$ cat config.mk
export PLATFORM = sky130hd
export DESIGN_NAME = led_mode_ctrl
export DESIGN_NICKNAME = d
export VERILOG_FILES = /design/src/rtl/led_mode_ctrl.sv
export SDC_FILE = /design/constraint.sdc
export NUM_CORES = 1
export LEC_CHECK = 0
export ABC_AREA = 1
export CORE_MARGIN = 2
export CORE_UTILIZATION = 55
export CTS_CLUSTER_SIZE = 14
export DETAILED_ROUTE_END_ITERATION = 6
export DONT_BUFFER_PORTS = 1
export GPL_TIMING_DRIVEN = 0
export PLACE_DENSITY = 0.7
export SLEW_MARGIN = 40
export SYNTH_ARGS = -nofsm -noshare
export SYNTH_HDL_FRONTEND = slang
export SYNTH_SLANG_ARGS = --single-unit
$ cat constraint.sdc
create_clock -name CLK -period 2.1 [get_ports CLK]
set_input_delay 0.315 -clock CLK [delete_from_list [all_inputs] [get_ports CLK]]
set_output_delay 0.315 -clock CLK [all_outputs]
set_load 0.005 [all_outputs]
$ cat src/rtl/led_mode_ctrl.sv
// -----------------------------------------------------------------------------
// led_mode_ctrl
//
// Four-mode display controller that sits between the board's 16 slide
// switches, two push buttons and the 16 LEDs.
//
//   PASS  (0) : LEDs follow the synchronised switches.
//   HOLD  (1) : LEDs show a snapshot of the switches taken on entry.
//               BTNU takes a fresh snapshot.
//   SHIFT (2) : LEDs show a pattern loaded from the switches on entry and
//               rotated left once per tick. An all-zero load becomes 16'h0001.
//               BTNU reloads the pattern and restarts the tick interval.
//   BLINK (3) : LEDs show the live switches, blanked on alternate tick periods.
//
// BTNC steps the mode PASS->HOLD->SHIFT->BLINK->PASS. A BTNC press that lands
// in the same cycle as a BTNU press suppresses the BTNU press.
//
// Optional build macro:
//   LED_DIM_EN : adds a free-running 4-bit PWM gate on the LED output that
//                passes the mode value for DIM_DUTY of every 16 cycles and adds
//                one cycle of output latency. The DIM_DUTY parameter exists
//                only in this build.
//
// Parameters:
//   DEBOUNCE_CYC : consecutive cycles a button must differ from its debounced
//                  state before the change is accepted
//   TICK_CYC     : cycles per SHIFT/BLINK step
//   DIM_DUTY     : PWM on-slots out of 16, 0..16 (LED_DIM_EN only)
//
// Ports:
//   CLK   in   1  system clock
//   RST_N in   1  asynchronous active-low reset
//   SW    in  16  slide switches, asynchronous to CLK
//   BTNC  in   1  mode-step button, asynchronous and bouncy
//   BTNU  in   1  reload/recapture button, asynchronous and bouncy
//   LED   out 16  registered LED drive
//   MODE  out  2  current mode (0 PASS, 1 HOLD, 2 SHIFT, 3 BLINK)
// -----------------------------------------------------------------------------
module led_mode_ctrl #(
    parameter int DEBOUNCE_CYC = 1_000_000,
    parameter int TICK_CYC     = 25_000_000
`ifdef LED_DIM_EN
    ,
    parameter int DIM_DUTY     = 4
`endif
) (
    input  logic        CLK,
    input  logic        RST_N,
    input  logic [15:0] SW,
    input  logic        BTNC,
    input  logic        BTNU,
    output logic [15:0] LED,
    output logic [1:0]  MODE
);

    typedef enum logic [1:0] {
        MODE_PASS  = 2'd0,
        MODE_HOLD  = 2'd1,
        MODE_SHIFT = 2'd2,
        MODE_BLINK = 2'd3
    } mode_e;

    // Counter widths leave room for the terminal value itself, so a parameter
    // of 1 still yields a legal one-bit counter.
    localparam int DB_W = $clog2(DEBOUNCE_CYC + 1);
    localparam int TK_W = $clog2(TICK_CYC + 1);

    localparam logic [DB_W-1:0] DB_LAST = DB_W'(DEBOUNCE_CYC - 1);
    localparam logic [TK_W-1:0] TK_LAST = TK_W'(TICK_CYC - 1);

    // Button vectors: index 0 is BTNC, index 1 is BTNU.
    localparam int BTN_C = 0;
    localparam int BTN_U = 1;

    // -------------------------------------------------------------------------
    // Input synchronisers and debouncers
    // -------------------------------------------------------------------------
    logic [15:0]           sw_meta_q;
    logic [15:0]           sw_sync_q;
    logic [1:0]            btn_meta_q;
    logic [1:0]            btn_sync_q;
    logic [1:0]            db_state_q;
    logic [1:0]            db_state_d;
    logic [1:0][DB_W-1:0]  db_cnt_q;
    logic [1:0][DB_W-1:0]  db_cnt_d;
    logic [1:0]            press;

    // The debounce counter only runs while the synced button disagrees with
    // the accepted state; any agreeing sample restarts the count, so a glitch
    // shorter than DEBOUNCE_CYC never reaches the terminal value. The press
    // pulse is the cycle in which a 0->1 flip is committed.
    always_comb begin
        // NOTE: every signal assigned in a combinational block gets a default
        // before any branch, otherwise a missed path infers a latch.
        db_state_d = db_state_q;
        db_cnt_d   = '0;
        press      = '0;
        for (int b = 0; b < 2; b++) begin
            if (btn_sync_q[b] != db_state_q[b]) begin
                if (db_cnt_q[b] == DB_LAST) begin
                    db_state_d[b] = ~db_state_q[b];
                    press[b]      = ~db_state_q[b];
                end else begin
                    db_cnt_d[b] = db_cnt_q[b] + 1'b1;
                end
            end
        end
    end

    // Two flops per input bit: the first may go metastable on an asynchronous
    // edge, the second gives it a full cycle to resolve before use.
    always_ff @(posedge CLK or negedge RST_N) begin
        if (!RST_N) begin
            sw_meta_q  <= '0;
            sw_sync_q  <= '0;
            btn_meta_q <= '0;
            btn_sync_q <= '0;
            db_state_q <= '0;
            db_cnt_q   <= '0;
        end else begin
            // NOTE: registers use non-blocking assignments so every flop
            // samples the pre-edge value of the others, matching hardware.
            sw_meta_q  <= SW;
            sw_sync_q  <= sw_meta_q;
            btn_meta_q <= {BTNU, BTNC};
            btn_sync_q <= btn_meta_q;
            db_state_q <= db_state_d;
            db_cnt_q   <= db_cnt_d;
        end
    end

    // -------------------------------------------------------------------------
    // Mode FSM, tick generator and pattern datapath
    // -------------------------------------------------------------------------
    mode_e           mode_q;
    mode_e           mode_d;
    logic [15:0]     led_q;
    logic [15:0]     led_d;
    logic [15:0]     hold_q;
    logic [15:0]     hold_d;
    logic [15:0]     pat_q;
    logic [15:0]     pat_d;
    logic            phase_q;
    logic            phase_d;
    logic [TK_W-1:0] tick_cnt_q;
    logic [TK_W-1:0] tick_cnt_d;

    logic btnc_press;
    logic btnu_press;
    logic tick;

    // A rotating pattern of all zeros would be invisible forever, so an empty
    // load is replaced by a single lit LED.
    function automatic logic [15:0] load_pattern(input logic [15:0] sw);
        return (sw == 16'h0000) ? 16'h0001 : sw;
    endfunction

    assign btnc_press = press[BTN_C];
    assign btnu_press = press[BTN_U] & ~press[BTN_C];
    assign tick       = (tick_cnt_q == TK_LAST);

    always_comb begin
        mode_d     = mode_q;
        hold_d     = hold_q;
        pat_d      = pat_q;
        phase_d    = phase_q;
        tick_cnt_d = tick ? '0 : tick_cnt_q + 1'b1;

        if (btnc_press) begin
            // Entering a mode restarts the tick interval so the first step
            // happens a full TICK_CYC after entry.
            mode_d     = mode_e'(mode_q + 2'd1);
            tick_cnt_d = '0;
            case (mode_d)
                MODE_HOLD:  hold_d  = sw_sync_q;
                MODE_SHIFT: pat_d   = load_pattern(sw_sync_q);
                MODE_BLINK: phase_d = 1'b1;
                default:    ;
            endcase
        end else begin
            case (mode_q)
                MODE_HOLD: begin
                    if (btnu_press) begin
                        hold_d = sw_sync_q;
                    end
                end
                MODE_SHIFT: begin
                    if (btnu_press) begin
                        pat_d      = load_pattern(sw_sync_q);
                        tick_cnt_d = '0;
                    end else if (tick) begin
                        pat_d = {pat_q[14:0], pat_q[15]};
                    end
                end
                MODE_BLINK: begin
                    if (tick) begin
                        phase_d = ~phase_q;
                    end
                end
                default: ;
            endcase
        end

        // The LED value is derived from the next-state values so that the
        // new mode and its display are registered on the same edge.
        case (mode_d)
            MODE_PASS:  led_d = sw_sync_q;
            MODE_HOLD:  led_d = hold_d;
            MODE_SHIFT: led_d = pat_d;
            MODE_BLINK: led_d = phase_d ? sw_sync_q : 16'h0000;
            default:    led_d = 16'h0000;
        endcase
    end

    always_ff @(posedge CLK or negedge RST_N) begin
        if (!RST_N) begin
            // NOTE: every register here, datapath included, is reset: they are
            // flops rather than a RAM, and a known value after reset keeps the
            // first HOLD/SHIFT display deterministic.
            mode_q     <= MODE_PASS;
            led_q      <= '0;
            hold_q     <= '0;
            pat_q      <= '0;
            phase_q    <= 1'b1;
            tick_cnt_q <= '0;
        end else begin
            mode_q     <= mode_d;
            led_q      <= led_d;
            hold_q     <= hold_d;
            pat_q      <= pat_d;
            phase_q    <= phase_d;
            tick_cnt_q <= tick_cnt_d;
        end
    end

    // -------------------------------------------------------------------------
    // Output stage
    // -------------------------------------------------------------------------
`ifdef LED_DIM_EN
    logic [3:0]  pwm_q;
    logic [15:0] led_dim_q;

    // Widening both sides to 5 bits lets DIM_DUTY=16 mean "always on".
    always_ff @(posedge CLK or negedge RST_N) begin
        if (!RST_N) begin
            pwm_q     <= '0;
            led_dim_q <= '0;
        end else begin
            pwm_q     <= pwm_q + 4'd1;
            led_dim_q <= ({1'b0, pwm_q} < 5'(DIM_DUTY)) ? led_q : 16'h0000;
        end
    end

    assign LED = led_dim_q;
`else
    assign LED = led_q;
`endif

    assign MODE = mode_q;

endmodule

**Word level (Yosys, flattened, before mapping)**

Index checks and enable logic that the tools add are counted.

- Bits in registers: 154
- Logic and storage cells: 70
- Memory bits (read-only): 0
- Output and inout port bits: 18
- Memories: 0
- RAM bits: 0
- Latch bits: 0

- $mul: 0
- Bitwise operators: 5
- Div/mod/pow operators: 0
- Equality and inequality tests: 14
- Muxes and demuxes: 29
- Order comparisons: 0
- $add $sub $neg: 4
- Reduce and logical (&&, ||, !) cells: 4
- Shift operators: 0

Operators by type and width:

| kind | number |
|---|---|
| 16-bit 2-to-1 mux | 11 |
| 25-bit 2-to-1 mux | 4 |
| 20-bit 2-to-1 mux | 4 |
| 16-bit case mux with 4 select lines | 1 |
| 20-bit by 1-bit adder with 20-bit output (second input constant) | 2 |
| 20-bit equality test (second input constant) | 2 |
| 25-bit by 1-bit adder with 25-bit output (second input constant) | 1 |
| 25-bit equality test (second input constant) | 1 |
| 16-bit zero test | 1 |
| 2-bit equality test (second input constant) | 6 |
| 1-bit 2-to-1 mux | 8 |
| 2-bit by 1-bit equality test with 1-bit output (second input constant) | 3 |
| 1-bit inverter | 4 |
| 2-bit AND reduction | 2 |
| 2-bit by 1-bit adder with 2-bit output (second input constant) | 1 |
| 2-bit zero test | 1 |
| 2-bit 2-to-1 mux | 1 |
| 1-bit != test | 2 |
| 1-bit bitwise AND | 1 |

**Depth between registers and ports, before layout**

- Depth after elaboration: 9
- Mapped depth: 15
- Gate-level depth less buffers: 14

**Worst setup path before layout**

OpenSTA, ideal clock, no wires.

- Path kind: register to register
- From: register db_cnt_q[0] in the netlist's numbering
- To: register led_q[13] (netlist: LED[13])
- Arrival: 1.782 ns
- Buffers on the path: 3
- Period minus slack after synthesis: 1.906 ns
- Library setup time: 0.124 ns
- Stages on the path, launching flop included: 13
- Setup slack: 0.194 ns
- Path through: dfrtp_1 ha_1 nand3_1 nor2_1 nand3_1 buf_4 inv_2 buf_4 buf_4 a31oi_1 nand2_1 nand3_1 nand3_1

- Word-level cells in the longest chain between the ends: 9
- Elaborated cells between the ends (all ways): 19
- Classes of those cells: eq/ne: 4; mux: 12; bitwise: 2; reduce/logical: 1

RTL lines:

| what | RTL line | source |
|---|---|---|
| start, declared | 84 | `logic [1:0][DB_W-1:0] db_cnt_q;` |
| start signal, assigned | 128 | `db_cnt_q <= db_cnt_d;` |
| 20-bit equality test (*) | 100 | `if (db_cnt_q[b] == DB_LAST) begin` |
| 1-bit 2-to-1 mux (*) | 100 |  |
| 1-bit 2-to-1 mux (*) | 99 | `if (btn_sync_q[b] != db_state_q[b]) begin` |
| 1-bit inverter | 159 | `assign btnu_press = press[BTN_U] & ~press[BTN_C];` |
| 1-bit bitwise AND | 159 |  |
| 16-bit 2-to-1 mux, on equally long branches | 188, 183 |  |
| 16-bit 2-to-1 mux | 181 | `case (mode_q)` |
| 16-bit 2-to-1 mux | 169 | `if (btnc_press) begin` |
| 16-bit case mux with 4 select lines (*) | 206 | `case (mode_d)` |
| net led_d[13] | 138 | `logic [15:0] led_d;` |
| end signal, assigned | 228 | `led_q <= led_d;` |
| end, declared | 137 | `logic [15:0] led_q;` |

The timed path passes the listed nets; every way through them passes the cells marked *.
A chain may end at the register's enable or synchronous reset.

**Worst setup path in the final report**

- From: register db_cnt_q[0] in the netlist's numbering
- To: register led_q[11] (netlist: LED[11])

- Elaborated cells between the ends (all ways): 19
- Classes of those cells: eq/ne: 4; mux: 12; bitwise: 2; reduce/logical: 1

RTL lines:

| what | RTL line | source |
|---|---|---|
| 20-bit equality test (*) | 100 |  |
| 1-bit 2-to-1 mux (*) | 100 |  |
| 1-bit 2-to-1 mux (*) | 99 |  |
| 2-bit 2-to-1 mux (*) | 169 |  |
| net mode_d[0] | 136 | `mode_e mode_d;` |
| 2-bit equality test (tied with other cells) | 206 |  |
| 16-bit case mux with 4 select lines (*) | 206 |  |
| net led_d[11] | 138 |  |

Marks and branches as above.

==> run summary <==
Largest delay share family, worst path: simple AND/OR/NAND/NOR gates
CTS Hold Bufs: 18
Worst EP arrival: 2510 ps
Critical Path Sink Type: register
Avg Cell Area, Syn: 7.91 um2
# DRC: 0
Final Skew: 12.1 ps
Longest Clk Path Bufs: 2
Pwr Total: 6.36 mW
I/O Buffers: 0
Final Instance Area: 9640 um2
Fin Hold WS: -427 ps
Top cell by count, worst path: nand3_1
DR iter-0 viols: 815
Placed Instance Area: 7970 um2
RR Endpoint: LED[11]$_DFF_PN0_
Tmin final: 2140 ps
final antenna-violating net count: 0
Die Wd: 123 um
RSZ-0062 raised after global routing: yes
Cells after Synth: 979
r2r startpoint: db_cnt_q[0]$_DFF_PN0_
syn_nets: 1007
Logic pwr share: 2.0%
CP Cell Sequence: ha_4 -> nand3_4 -> nand3b_1 -> nor2_2 -> nand3_1 -> nand2_4 -> inv_2 -> nor2_4 -> clkbuf_16 -> nand2_1 -> nand3_1
Worst VDD drop: 0.716 mV
Final Net Count: 1077
CP Launch Type: register
Slew headroom: 65.4%
CTS tree: yes
wire length per cell: 15.9 um
P_leak: 4.45 nW
P_int: 4.89 mW
global route overflow: 0
Slew Viols, Final: 0
largest net degree at the start of global routing: 155
count of cell types in the netlist: 40
Placement Rows: 43
Filler cells: 1070
area delta synth->final: 24.5%
Num CTS Buffers: 17
Seq/Total Area, Yosys: 49.8%
total number of vias: 6995
Total GRT Usage: 26.3%
Slowest cell on crit path: dfrtp_1
failing checks: hold timing, setup timing
Max Clk Rate: 468 MHz
Setup crit start: db_cnt_q[0]$_DFF_PN0_
Cell Area, Synth: 7740 um2
Die Area: 15000 um2
GP Congestion: 0.893
flop2flop setup slack: -40 ps
global-route wire length before repair: 30.8 mm
most common cell after layout, fill and taps aside: nand2_1
worst slew pin tran: 519 ps
DR pass1 iterations: 6
power share of the clock group: 49.7%
Worst Setup Slack, final: -37.9 ps
initial antenna violation count: 0
worst path buffer plus inverter count: 2
Hold Path Class: in -> async
CP Depth: 11
Finished Core Util: 69.7%
status: finished, violations left
htree depth: 4
crit-path max FO: 7
Final setup violation count: 5
Yosys warnings: 0
clock root buffer: clkbuf_16
crit path kind: reg -> reg
Place WS: -310 ps
CORE AREA: 13800 um2
vias in the first global route: 6185
Req. time, crit path: 2470 ps
Period Utilization, post-route: 102%
vias per inst: 5.63
commonest cells after routing, fill and taps aside: nand2_1, dfrtp_1, nand3_1
R2R cell count: 11
endpoints failing hold: 154
P_sw: 1.47 mW
Total Routed Length: 19.8 mm
diode count: 0
flops & latches, synth: 154
Switching Fraction: 23.2%
DP HPWL: 12.3 mm
share of layout cells above drive strength 1: 19.1%
Clock Pin Slew Worst Setup and Hold Paths: 70 ps
worst skew pair latency: 440 ps
clock sink count: 154
Die H: 123 um
Worst path max stage delay: 420 ps
max-cap violations: 0
I/O Pins: 38
Initial Util: 56.0%
power density cells: 660 nW/um2
Flop pwr share: 48.3%
Worst setup endpoint: LED[11]$_DFF_PN0_
[power by group through the flow]
stage	logic [mW]	registers (mW)	clock network [mW]
after global placement	0.0845	3.12	0
after detailed placement	0.0863	3.12	0
after floorplan	0.0644	3.11	0
after global routing	0.144	3.07	3.33
after CTS	0.115	3.07	3.21
final	0.129	3.07	3.16
[synth_stat cells, drive strengths merged]
library cell	count	area [um2]
clkinv	2	7.51
a211oi	4	30.0
a21oi	46	230
dfrtp	153	3830
nand4	27	169
clkbuf	12	45.0
ha	8	100
or2	1	6.26
a21boi	2	15.0
o21a	1	7.51
nand2	243	920
nor4	3	18.8
nor2	110	428
o21ai	30	154
xnor2	7	61.3
a31oi	5	31.3
nand3b	1	7.51
inv	104	393
nor3b	6	45.0
nand3	131	673
xor2	11	96.3
a41oi	1	8.76
a221oi	1	8.76
nor3	25	136
dfstp	1	26.3
buf	21	123
and3	1	6.26
o211ai	22	165
[state kept, by name (all words and copies together) (netlist names)]
signal and cells:
LED 16, MODE 2, btn_meta_q 2, btn_sync_q 2, db_cnt_q 40, db_state_q 2, hold_q 16, pat_q 16
phase_q 1, sw_meta_q 16, sw_sync_q 16, tick_cnt_q 25
[routing by layer]
metal | track usage [%] | up-vias | part of all wire (%)
met2 | 40.5 | 298 | 47
li1 | - | 3373 | -
met4 | 8.33 | 0 | 2.2
met1 | 37.8 | 3285 | 44
met3 | 4.93 | 39 | 6.8
met5 | 0 | - | 0
[cell type report]
type                    instances  area (um2)  share of cell area [%]
inverters                     106         408                    4.23
flip-flops and latches        154        3850                    40.0
well taps                     180         225                    2.34
plain buffers                  32         285                    2.96
clock inverters                14         175                    1.82
multi-input cells             686        3700                    38.4
clock buffers                  18         429                    4.45
repair buffers                 52         557                    5.78
[worst min path at each step]
stage	startpoint	endpoint	slack [ps]
6_report	RST_N	db_cnt_q[2]$_DFF_PN0_	-430
5_1_grt	RST_N	db_cnt_q[16]$_DFF_PN0_	-440
4_1_cts	RST_N	db_cnt_q[0]$_DFF_PN0_	-430
3_5_place_dp	RST_N	tick_cnt_q[11]$_DFF_PN0_	30
3_3_place_gp	RST_N	tick_cnt_q[11]$_DFF_PN0_	30
2_1_floorplan	RST_N	LED[0]$_DFF_PN0_	20
[worst reg2reg max path, delay by kind of cell, from the launching register on]
kind,cells,cell delay [ps]
buf+inv,2,290
flops,1,420
fa+ha+maj,1,180
simple gates,8,1200
[what timing repair did]
item,CTS,global route
hold endpoints to repair,172,154
endpoints found under the setup margin,77,64
gates cloned,0,7
gates resized for setup,35,127
pin swaps,7,28
buffers inserted,8,19
[kinds of logic (layout without fill, tap and decap cells)]
| group | after synthesis | in the layout | share of synthesized area, % |
|---|---|---|---|
| and+or+nand+nor | 548 | 548 | 31.1 |
| adders and majority gates | 8 | 8 | 1.29 |
| buffers and inverters | 139 | 222 | 7.34 |
| DFF | 154 | 154 | 49.8 |
| AOI/OAI and AO/OA | 112 | 112 | 8.40 |
| xor gates and xnor gates | 18 | 18 | 2.04 |
[metrics by stage]
stage / TNS (ps) / instances
floorplan: 0 / 979
global placement: -6760 / 1159
detailed placement: -7540 / 1159
CTS: 0 / 1216
global route: -1490 / 1242
finish: -124 / 1242
(Power assumes the default switching activity.)
